File: src/rtl/instr_encoder.sv
// RV32I instruction encoder: packs field-level requests into 32-bit words and
// streams them into instruction memory through a small FIFO.
module instr_encoder #(
    parameter int unsigned DEPTH = 4,
    parameter int unsigned ADDR_W = 32,
    parameter logic [ADDR_W-1:0] BASE_ADDR = '0
) (
    input  logic              clk,
    input  logic              rst,
    input  logic              req_valid,
    output logic              req_ready,
    input  logic [3:0]        req_kind,
    input  logic [2:0]        req_funct3,
    input  logic [6:0]        req_funct7,
    input  logic [4:0]        req_rd,
    input  logic [4:0]        req_rs1,
    input  logic [4:0]        req_rs2,
    input  logic [31:0]       req_imm,
    input  logic              addr_load,
    input  logic [ADDR_W-1:0] addr_val,
    output logic              imem_we,
    output logic [ADDR_W-1:0] imem_addr,
    output logic [31:0]       imem_wdata,
    input  logic              imem_ready,
    output logic              err_illegal,
    output logic [15:0]       enc_count
);

    localparam int unsigned PTR_W = $clog2(DEPTH);

    logic [31:0]      mem [DEPTH];
    logic [PTR_W-1:0] wr_ptr;
    logic [PTR_W-1:0] rd_ptr;
    logic [PTR_W:0]   count;
    logic [31:0]      word;
    logic             accept, legal, push, pop;

    assign req_ready  = (count != (PTR_W+1)'(DEPTH));
    assign imem_we    = (count != '0);
    assign imem_wdata = mem[rd_ptr];
    assign accept     = req_valid && req_ready;
    assign legal      = (req_kind <= 4'd9);
    assign push       = accept && legal;
    assign pop        = imem_we && imem_ready;

    always_comb begin
        word = '0;
        case (req_kind)
            4'd0: word = {req_imm[11:0], req_rs1, req_funct3, req_rd, 7'b0000011};
            4'd1: word = {req_imm[11:5], req_rs2, req_rs1, req_funct3, req_imm[4:0],
                          7'b0100011};
            4'd2: word = {req_funct7, req_rs2, req_rs1, req_funct3, req_rd, 7'b0110011};
            4'd3: word = {req_imm[12], req_imm[10:5], req_rs2, req_rs1, req_funct3,
                          req_imm[4:1], req_imm[11], 7'b1100011};
            4'd4: begin
                // Shift-immediates carry funct7 in the upper imm bits.
                if (req_funct3 == 3'b001 || req_funct3 == 3'b101) begin
                    word = {req_funct7, req_imm[4:0], req_rs1, req_funct3, req_rd,
                            7'b0010011};
                end else begin
                    word = {req_imm[11:0], req_rs1, req_funct3, req_rd, 7'b0010011};
                end
            end
            4'd5: word = {req_imm[31:12], req_rd, 7'b0110111};
            4'd6: word = {req_imm[31:12], req_rd, 7'b0010111};
            4'd7: word = {req_imm[20], req_imm[10:1], req_imm[11], req_imm[19:12], req_rd,
                          7'b1101111};
            4'd8: word = {req_imm[11:0], req_rs1, 3'b000, req_rd, 7'b1100111};
            4'd9: word = {req_imm[11:0], req_rs1, req_funct3, req_rd, 7'b1110011};
            default: word = '0;
        endcase
    end

    always_ff @(posedge clk) begin
        if (rst) begin
            for (int unsigned i = 0; i < DEPTH; i++) mem[i] <= '0;
            wr_ptr      <= '0;
            rd_ptr      <= '0;
            count       <= '0;
            imem_addr   <= BASE_ADDR;
            err_illegal <= 1'b0;
            enc_count   <= '0;
        end else begin
            if (push) begin
                mem[wr_ptr] <= word;
                wr_ptr      <= wr_ptr + PTR_W'(1);
            end
            if (pop) begin
                rd_ptr    <= rd_ptr + PTR_W'(1);
                enc_count <= enc_count + 16'd1;
            end
            case ({push, pop})
                2'b10:   count <= count + (PTR_W+1)'(1);
                2'b01:   count <= count - (PTR_W+1)'(1);
                default: count <= count;
            endcase
            // A load wins over the post-pop increment; the popped word used the old address.
            if (addr_load) begin
                imem_addr <= addr_val;
            end else if (pop) begin
                imem_addr <= imem_addr + ADDR_W'(4);
            end
            err_illegal <= accept && !legal;
        end
    end

endmodule

File: config.mk
export PLATFORM = sky130hd
export DESIGN_NAME = instr_encoder
export DESIGN_NICKNAME = d
export VERILOG_FILES = /design/src/rtl/instr_encoder.sv
export SDC_FILE = /design/constraint.sdc
export NUM_CORES = 1
export LEC_CHECK = 0
export ABC_AREA = 1
export CAP_MARGIN = 40
export CORE_AREA = 5 5 149 151
export DETAILED_ROUTE_END_ITERATION = 10
export DIE_AREA = 0 0 154 156
export PLACE_DENSITY = 0.7
export SYNTH_ARGS = -nofsm -noshare
export SYNTH_HDL_FRONTEND = slang
export SYNTH_SLANG_ARGS = --single-unit
File: constraint.sdc
create_clock -name clk -period 7.8 [get_ports clk]
set_input_delay 0.78 -clock clk [delete_from_list [all_inputs] [get_ports clk]]
set_output_delay 0.78 -clock clk [all_outputs]
set_load 0.005 [all_outputs]
==> results.toml, run 1 <==
[placement]
dpl.hpwl_um = 18400
io_buffer_count = 180
gp_congestion = 0.928
pre_cts_ws_ns = 4.04

[route]
drt-total-wl_um = 26200
viasPerCell = 5.22
wire_per_inst_um = 16.9
m1WireLength_um = 10800
top_layer = "met4"
firstDrtPassIters = 5
drtAntennaViolNets = 0
wl_met2_um = 12700
wl_met3_um = 2140
drc = 0
vias = 8107
first_iter_violations = 570

[clocking]
cts_made_buffers = 17
clk_pin_slew_worst_paths_ns = 0.06
cts_sinks = 182
hold_buffers = 0
h-tree-depth = 4
cts_setup_buffers = 0
cts_tree = "built"
insertion_delay_ns = 0.44
clock_path_buffers = 2
clock-root-buffer = "clkbuf_16"
post_cts_resized = 0

[worst_setup_path]
arrival_ns = 3.29
crit_fanout = 63
critPathKind = "reg2out"
required_ns = 7.02
cp-start-kind = "flip-flop"
end_kind = "output port"

[logic_synthesis]
avgSynthCellArea_sq_um = 8.26
syn_inst = 1099
netlist_area_sq_um = 9080
synth_cell_types = 44
yosysSeqAreaShare_pct = 53.8
synth-seq-cells = 182
syn_nets = 1201
synth_warnings = 0

[timing]
setup_viol = 0
tightest_slew_ns = 0.920
rsz0062_at_grt = "false"
finalHoldViolCount = 0
finalCriticalPeriod_ns = 4.07
fmax_mhz = 246
slew_violations = 0
hold_slack_ns = 0.472
fin_tns_setup_ns = 0
max-slew-margin-rel_pct = 38.6
finClkSkew_ns = 0.0108
post-route-period-util_pct = 52.1
fin_ws_ns = 3.73

[layout]
drive_gt1_share_pct = 5.16
nFillCells = 1875
num-nets-final = 1367
antenna_cells = 0
syn_to_final_growth_pct = 30.2

[status]
status = "finished, final reports clean"

[power_and_ir_drop]
ir_drop_mv = 0.166
p_per_area_nw_per_um2 = 243
fin_total_pwr_mw = 2.88
power.leakage_nw = 4.57

[run]
drv_cap = 0

[floorplanning]
die_y_um = 156
dieArea_sq_um = 24000
dieWidth_um = 154
num_rows = 53
pin_count = 181
core_area_sq_um = 20700
initial_utilization_pct = 43.9

[worst_hold_path]
hold_class = "reg2reg"

[global_route]
grt_max_degree = 64
grtUsageTotal_pct = 21.5
grt_first_pass_wirelength_um = 40700
grt_pass1_vias = 7761
antenna_found_initial = 0
grt_overflow = 0
layer usage:
| metal | up-vias | track usage, % |
|---|---|---|
| met5 | - | 0 |
| met4 | 0 | 7.40 |
| met3 | 33 | 6.02 |
| met2 | 306 | 36.1 |
| met1 | 3779 | 27.0 |
| li1 | 3989 | - |
registers in the layout (all words and copies together) (netlist names), named ones only:
| signal | flops |
|---|---|
| mem | 124 |
| imem_addr | 32 |
| enc_count | 16 |
| count | 3 |
| rd_ptr | 2 |
| wr_ptr | 2 |
| err_illegal | 1 |
kinds of logic (layout without fill, tap and decap cells):
kind of cell,after synthesis,in the layout,share of synthesized area (%)
simple gates,509,509,23.3
xor+xnor,12,12,1.16
compound gates,222,222,13.6
fa+ha+maj,4,4,0.634
buf+inv,170,349,7.54
flops,182,182,53.8
Yosys cell counts (all sizes together):
| library cell | n | area, sq um |
|---|---|---|
| dfxtp | 58 | 1160 |
| nand2 | 196 | 746 |
| nor2 | 246 | 983 |
| inv | 124 | 470 |
| fa | 1 | 20.0 |
| a22oi | 13 | 97.6 |
| o22ai | 32 | 200 |
| xnor2 | 5 | 43.8 |
| nor3b | 1 | 7.51 |
| o21bai | 1 | 7.51 |
| o21a | 4 | 30.0 |
| a31oi | 6 | 37.5 |
| clkinv | 2 | 7.51 |
| o31ai | 1 | 7.51 |
| clkbuf | 29 | 109 |
| nand3b | 2 | 15.0 |
| o211ai | 3 | 22.5 |
| a22o | 2 | 17.5 |
| nand3 | 39 | 210 |
| o21ai | 117 | 589 |
| nor3 | 15 | 86.3 |
| nand4 | 9 | 56.3 |
| o221ai | 1 | 8.76 |
| ha | 3 | 37.5 |
| o2111ai | 1 | 8.76 |
| xor2 | 7 | 61.3 |
| edfxtp | 124 | 3720 |
| and2 | 1 | 8.76 |
| buf | 15 | 97.6 |
| a21oi | 41 | 209 |
layout make-up:
| cell class | count | area [sq um] | area share [%] |
|---|---|---|---|
| clock buffers | 18 | 429 | 3.63 |
| multi-input cells | 747 | 3530 | 29.8 |
| repair buffers | 191 | 1900 | 16.1 |
| well taps | 275 | 344 | 2.91 |
| inverters | 126 | 478 | 4.04 |
| flip-flops and latches | 182 | 4890 | 41.3 |
| clock inverters | 14 | 255 | 2.16 |
report_power, final:
part | internal (mW) | switching, mW | total (mW)
logic | 0.332 | 0.409 | 0.741
registers | 1.10 | 0.0386 | 1.14
clock network | 0.631 | 0.366 | 0.997
cells in the final DEF (no fill, tap or decap), types with 2 or more instances in the layout:
master           Yosys  routed
a31oi_1              6       6
o21ai_0            116     116
nor2_2               2       2
nor2_4               3       3
xnor2_1              5       5
nand2_1            194     194
bufinv_16            0       7
nor2_1             239     239
xor2_1               7       7
a21oi_1             40      40
nand3b_1             2       2
inv_2                5       5
edfxtp_1           124     124
clkinv_1             2       3
o21a_1               4       4
clkinvlp_4           0       3
nor3_1              14      14
nand4_1              9       9
a22o_1               2       2
nand3_2              3       3
buf_4                2      10
o22ai_1             32      32
dfxtp_1             58      57
a22oi_1             13      13
o211ai_1             3       3
inv_4                2       2
ha_1                 3       3
clkbuf_16            0      17
nand3_1             36      36
nor2_8               2       2
inv_1              117     117
clkdlybuf4s50_1      0     180
final timing paths:
path              cells past startpoint                   start                      end  slack [ns]
hold reg to reg                       2  rd_ptr[1]$_SDFFE_PP0P_   rd_ptr[1]$_SDFFE_PP0P_        0.47
hold / removal                        2  rd_ptr[1]$_SDFFE_PP0P_   rd_ptr[1]$_SDFFE_PP0P_        0.47
setup / recovery                      6               flip-flop            imem_wdata[0]        3.73
setup reg to reg                     10   count[0]$_SDFFE_PP0P_  mem[0][5]$_SDFFCE_PN0P_        5.06
worst max-delay path, stage by stage (launching register included):
cell and delay, ns:
dfxtp_2 0.31, buf_4 0.49, clkinv_1 0.74, buf_4 0.50, o21ai_0 0.19, o22ai_1 0.13
clkdlybuf4s50_1 0.47
through the flow:
step                cells  utilization (%)  area (sq um)
floorplan            1099                -          9080
finish               1553             57.1         11800
detailed placement   1521             53.8         11100
global route         1553             57.1         11800
CTS                  1553             57.1         11800
global placement     1519             53.7         11100
No activity file was read; power rests on OpenSTA's default activity.
==> run 2, diff against run 1 <==
Clock period 7.8 ns to 4.1 ns, I/O delays scaled along.
==> run 2 against run 1 <==
  * Critical path type unchanged
  * Cell area down 0.25%
  * Critical path depth unchanged
  * Via count up 0.12%
  * Flip-flop and latch count unchanged
  * Final cell count up 0.39%
  * Register-to-register slack worse by 3.3 ns
==> results.toml, run 2 (synthesis results as in run 1) <==
[power_and_ir_drop]
fin_total_pwr_mw = 5.34
p_per_area_nw_per_um2 = 453
power.leakage_nw = 4.57
ir_drop_mv = 0.396

[floorplanning]
pin_count = 181
dieWidth_um = 154
dieArea_sq_um = 24000
die_y_um = 156
num_rows = 53
initial_utilization_pct = 43.9
core_area_sq_um = 20700

[global_route]
grt_first_pass_wirelength_um = 40600
grt_max_degree = 63
grtUsageTotal_pct = 21.1
grt_pass1_vias = 7708
antenna_found_initial = 0
grt_overflow = 0

[timing]
finClkSkew_ns = 0.00901
post-route-period-util_pct = 75.3
fin_tns_setup_ns = 0
finalCriticalPeriod_ns = 3.09
rsz0062_at_grt = "false"
slew_violations = 0
fmax_mhz = 324
setup_viol = 0
finalHoldViolCount = 0
tightest_slew_ns = 0.745
max-slew-margin-rel_pct = 50.3

[layout]
drive_gt1_share_pct = 5.61
largest_reg_flops = 124
fin_util_pct = 57.0
top_regs = "mem x124, imem_addr x32, enc_count x16"
antenna_cells = 0
layout_common_cells = "nor2_1, nand2_1, clkdlybuf4s50_1"
largest_register = "mem"
fin_cells = 1559
num-nets-final = 1373
syn_to_final_growth_pct = 29.9
design_area_sq_um = 11800
final_common_cell = "nor2_1"

[worst_setup_path]
cp-start-kind = "flip-flop"
crit_fanout = 32
crit_chain = "buf_4, inv_1, buf_4, o21ai_0, o22ai_1, clkdlybuf4s50_1"
slowest_delay_ns = 0.59
end_kind = "output port"
arrival_ns = 2.68
required_ns = 3.69
crit_top_cell = "buf_4"
critPathKind = "reg2out"
crit_path_top_delay_cell = "inv_1"

[placement]
gp_congestion = 0.941
placed_cell_area_sq_um = 11200
dpl.hpwl_um = 18200
io_buffer_count = 180
place_inst = 1527

[route]
drt-total-wl_um = 25800
wl_met2_um = 12500
drc = 0
wl_met3_um = 2600
m1WireLength_um = 10400
first_iter_violations = 641
wire_per_inst_um = 16.6
top_layer = "met4"
firstDrtPassIters = 6
drtAntennaViolNets = 0
vias = 8117
viasPerCell = 5.21

[worst_hold_path]
hold_class = "reg2reg"

[clocking]
clock-root-buffer = "clkbuf_16"
cts_made_buffers = 17
cts_setup_buffers = 0
h-tree-depth = 4
clk_pin_slew_worst_paths_ns = 0.06
clock_path_buffers = 2
cts_tree = "built"
cts_sinks = 182
insertion_delay_ns = 0.43
post_cts_resized = 0
hold_buffers = 0

[status]
status = "finished, final reports clean"

[run]
drv_cap = 0
-- run 2: cell types whose count changed in the layout (fill, tap and decap cells not counted), sizes merged --
cell      previous run  this run
buf                 11        17
bufinv               7         4
clkbuf              18        19
clkinvlp             4         2
inv                124       128
-- run 2: final timing paths --
check                    startpoint                        to  slack [ns]  cells after the start
max                       flip-flop            imem_wdata[11]        1.01                      6
min          rd_ptr[1]$_SDFFE_PP0P_                 flip-flop        0.47                      2
max reg2reg   count[1]$_SDFFE_PP0P_  mem[0][21]$_SDFFCE_PN0P_        1.73                     10
min reg2reg  rd_ptr[1]$_SDFFE_PP0P_                 flip-flop        0.47                      2
-- run 2: per-layer routing --
metal,up-vias,track usage (%)
met5,-,0
met4,0,6.01
met3,25,5.99
met2,345,35.8
met1,3755,26.6
li1,3992,-
-- run 2: area by class of cell --
class,instances,area [sq um]
Fill cell,1872,8900
Tap cell,275,344
Clock buffer,19,433
Sequential cell,182,4890
Multi-Input combinational cell,747,3530
Timing Repair Buffer,197,1930
Clock inverter,13,196
Inverter,126,478
-- run 2: metrics by stage --
step,setup WS (ns),hold slack [ns]
floorplan,0.527,0.436
global placement,1.16,0.449
detailed placement,1.08,0.458
CTS,0.969,0.470
global route,0.820,0.487
finish,1.01,0.468
-- run 2: worst max-delay path: cells and delay by family (launching register included) --
kind	cells	cell delay, ns
buffers and inverters	4	1.66
AO/OA/AOI/OAI	2	0.29
flip-flops	1	0.30
-- run 2: power breakdown --
group / internal (mW) / switching [mW] / total [mW]
Combinational: 0.636 / 0.781 / 1.42
Clock: 1.03 / 0.721 / 1.75
Sequential: 2.09 / 0.0751 / 2.17
==> run 3, diff against run 2 <==
Clock period 4.1 ns to 3.2 ns, I/O delays scaled along.
==> run 3 against run 2 <==
  * Hold slack gained 0.00071 ns
  * First-iteration DRC count shrank 5.9%
  * Setup slack lost 0.60 ns
  * Global-route usage grew 0.67 points
  * Flip-flop and latch count is the same
  * Clock skew shrank 0.00086 ns
  * Sequential share of layout area grew 0.16 points
  * Final cell count grew 0.26%
  * Clock-buffer cell count grew 1
  * Non-clock buffer count grew 4
==> results.toml, run 3 (synthesis results as in run 1) <==
[floorplanning]
num_rows = 53
dieArea_sq_um = 24000
dieWidth_um = 154
core_area_sq_um = 20700
die_y_um = 156
pin_count = 181
initial_utilization_pct = 43.9

[route]
vias = 8155
drtAntennaViolNets = 0
drt-total-wl_um = 26500
wire_per_inst_um = 16.9
drc = 0
first_iter_violations = 603
viasPerCell = 5.22
firstDrtPassIters = 7

[clocking]
cts_sinks = 182
clock-root-buffer = "clkbuf_16"
post_cts_resized = 0
cts_setup_buffers = 0
h-tree-depth = 4
clock_path_buffers = 2
clk_pin_slew_worst_paths_ns = 0.06
cts_tree = "built"
hold_buffers = 0
cts_made_buffers = 17
insertion_delay_ns = 0.43

[worst_setup_path]
worst-r2r-cell-count = 10
slowest_delay_ns = 0.59
end_kind = "output port"
cp-start-kind = "flip-flop"
crit_fanout = 21
critPathKind = "reg2out"
required_ns = 2.88
crit_chain = "inv_1, buf_12, o21ai_0, o22ai_1, clkdlybuf4s50_1"
path_depth = 5
crit_family = "buffers and inverters"
path_buf_inv = 3
arrival_ns = 2.46
crit_path_top_delay_cell = "clkdlybuf4s50_1"

[global_route]
grt_first_pass_wirelength_um = 41600
grt_pass1_vias = 8221
antenna_found_initial = 0
grt_overflow = 0
grtUsageTotal_pct = 21.8
grt_max_degree = 63

[worst_hold_path]
hold_class = "in2reg"
hold_depth = 3

[timing]
finClkSkew_ns = 0.00815
fmax_mhz = 359
post-route-period-util_pct = 87.0
fin_tns_setup_ns = 0
finalHoldViolCount = 0
max-slew-margin-rel_pct = 55.6
slew_violations = 0
setup_viol = 0
finalCriticalPeriod_ns = 2.78
tightest_slew_ns = 0.666
fin_ws_ns = 0.416
rsz0062_at_grt = "false"

[layout]
top_regs = "mem x124, imem_addr x32, enc_count x16"
fin_cells = 1563
num-nets-final = 1377
final_common_cell = "nor2_1"
syn_to_final_growth_pct = 29.4
largest_reg_flops = 124
largest_register = "mem"
design_area_sq_um = 11700
drive_gt1_share_pct = 5.67
antenna_cells = 0
layout_common_cells = "nor2_1, nand2_1, clkdlybuf4s50_1"

[placement]
io_buffer_count = 180
placed_cell_area_sq_um = 11200
gp_congestion = 0.949
pre_cts_ws_ns = 0.476
dpl.hpwl_um = 18500
place_inst = 1531

[run]
drv_cap = 0

[power_and_ir_drop]
ir_drop_mv = 0.436
p_per_area_nw_per_um2 = 560
power.leakage_nw = 4.54
fin_total_pwr_mw = 6.58

[status]
status = "finished, final reports clean"
-- run 3: changes by cell type in the layout (fill, tap and decap cells not counted), sizes merged --
cell,before,now
clkinvlp,2,7
buf,17,21
bufinv,4,1
inv,128,125
clkbuf,19,20
-- run 3: worst reg2reg max path, stage by stage, from the launching register on --
cell     delay [ns]
dfxtp_1        0.33
inv_1          0.09
nand3_2        0.09
and2_4         0.16
nand2_4        0.08
nor2_8         0.26
inv_4          0.19
nor2_8         0.18
inv_4          0.13
nand2_1        0.10
buf_4          0.29
-- run 3: path summary, 6_finish.rpt --
path / start / end / slack [ns]
worst max-delay path: flip-flop / imem_wdata[31] / 0.42
worst min-delay path: addr_val[3] / imem_addr[3]$_SDFFE_PP0N_ / 0.47
worst max register to register: count[1]$_SDFFE_PP0P_ / mem[2][7]$_SDFFCE_PN0P_ / 0.96
worst min register to register: rd_ptr[0]$_SDFFE_PP0P_ / rd_ptr[0]$_SDFFE_PP0P_ / 0.48
-- run 3: area by class of cell --
| type | count | area, sq um |
|---|---|---|
| Sequential cell | 182 | 4890 |
| Multi-Input combinational cell | 747 | 3530 |
| Clock buffer | 20 | 437 |
| Clock inverter | 12 | 105 |
| Inverter | 126 | 478 |
| Timing Repair Buffer | 201 | 1970 |
| Tap cell | 275 | 344 |
| Fill cell | 1863 | 8940 |
-- run 3: metal layers --
| metal | share of wire, % | GRT usage, % | vias up |
|---|---|---|---|
| met5 | 0 | 0 | - |
| met4 | 2.3 | 7.61 | 0 |
| met3 | 7.4 | 5.66 | 47 |
| met2 | 49 | 38.3 | 311 |
| met1 | 42 | 26.0 | 3794 |
| li1 | - | - | 4003 |
-- run 3: power breakdown --
part           switching (mW)  leakage [nW]  total (mW)  internal (mW)
Sequential             0.0995          1.76        2.78           2.68
Combinational            1.01          2.53        1.83          0.824
Clock                   0.898         0.240        1.96           1.07
Total                    2.01          4.54        6.58           4.57
-- run 3: through the flow --
stage	utilization [%]	hold slack (ns)
after floorplan	-	0.436
final	56.8	0.469
after global routing	56.8	0.477
after detailed placement	54.2	0.469
after global placement	54.2	0.455
after CTS	56.8	0.455
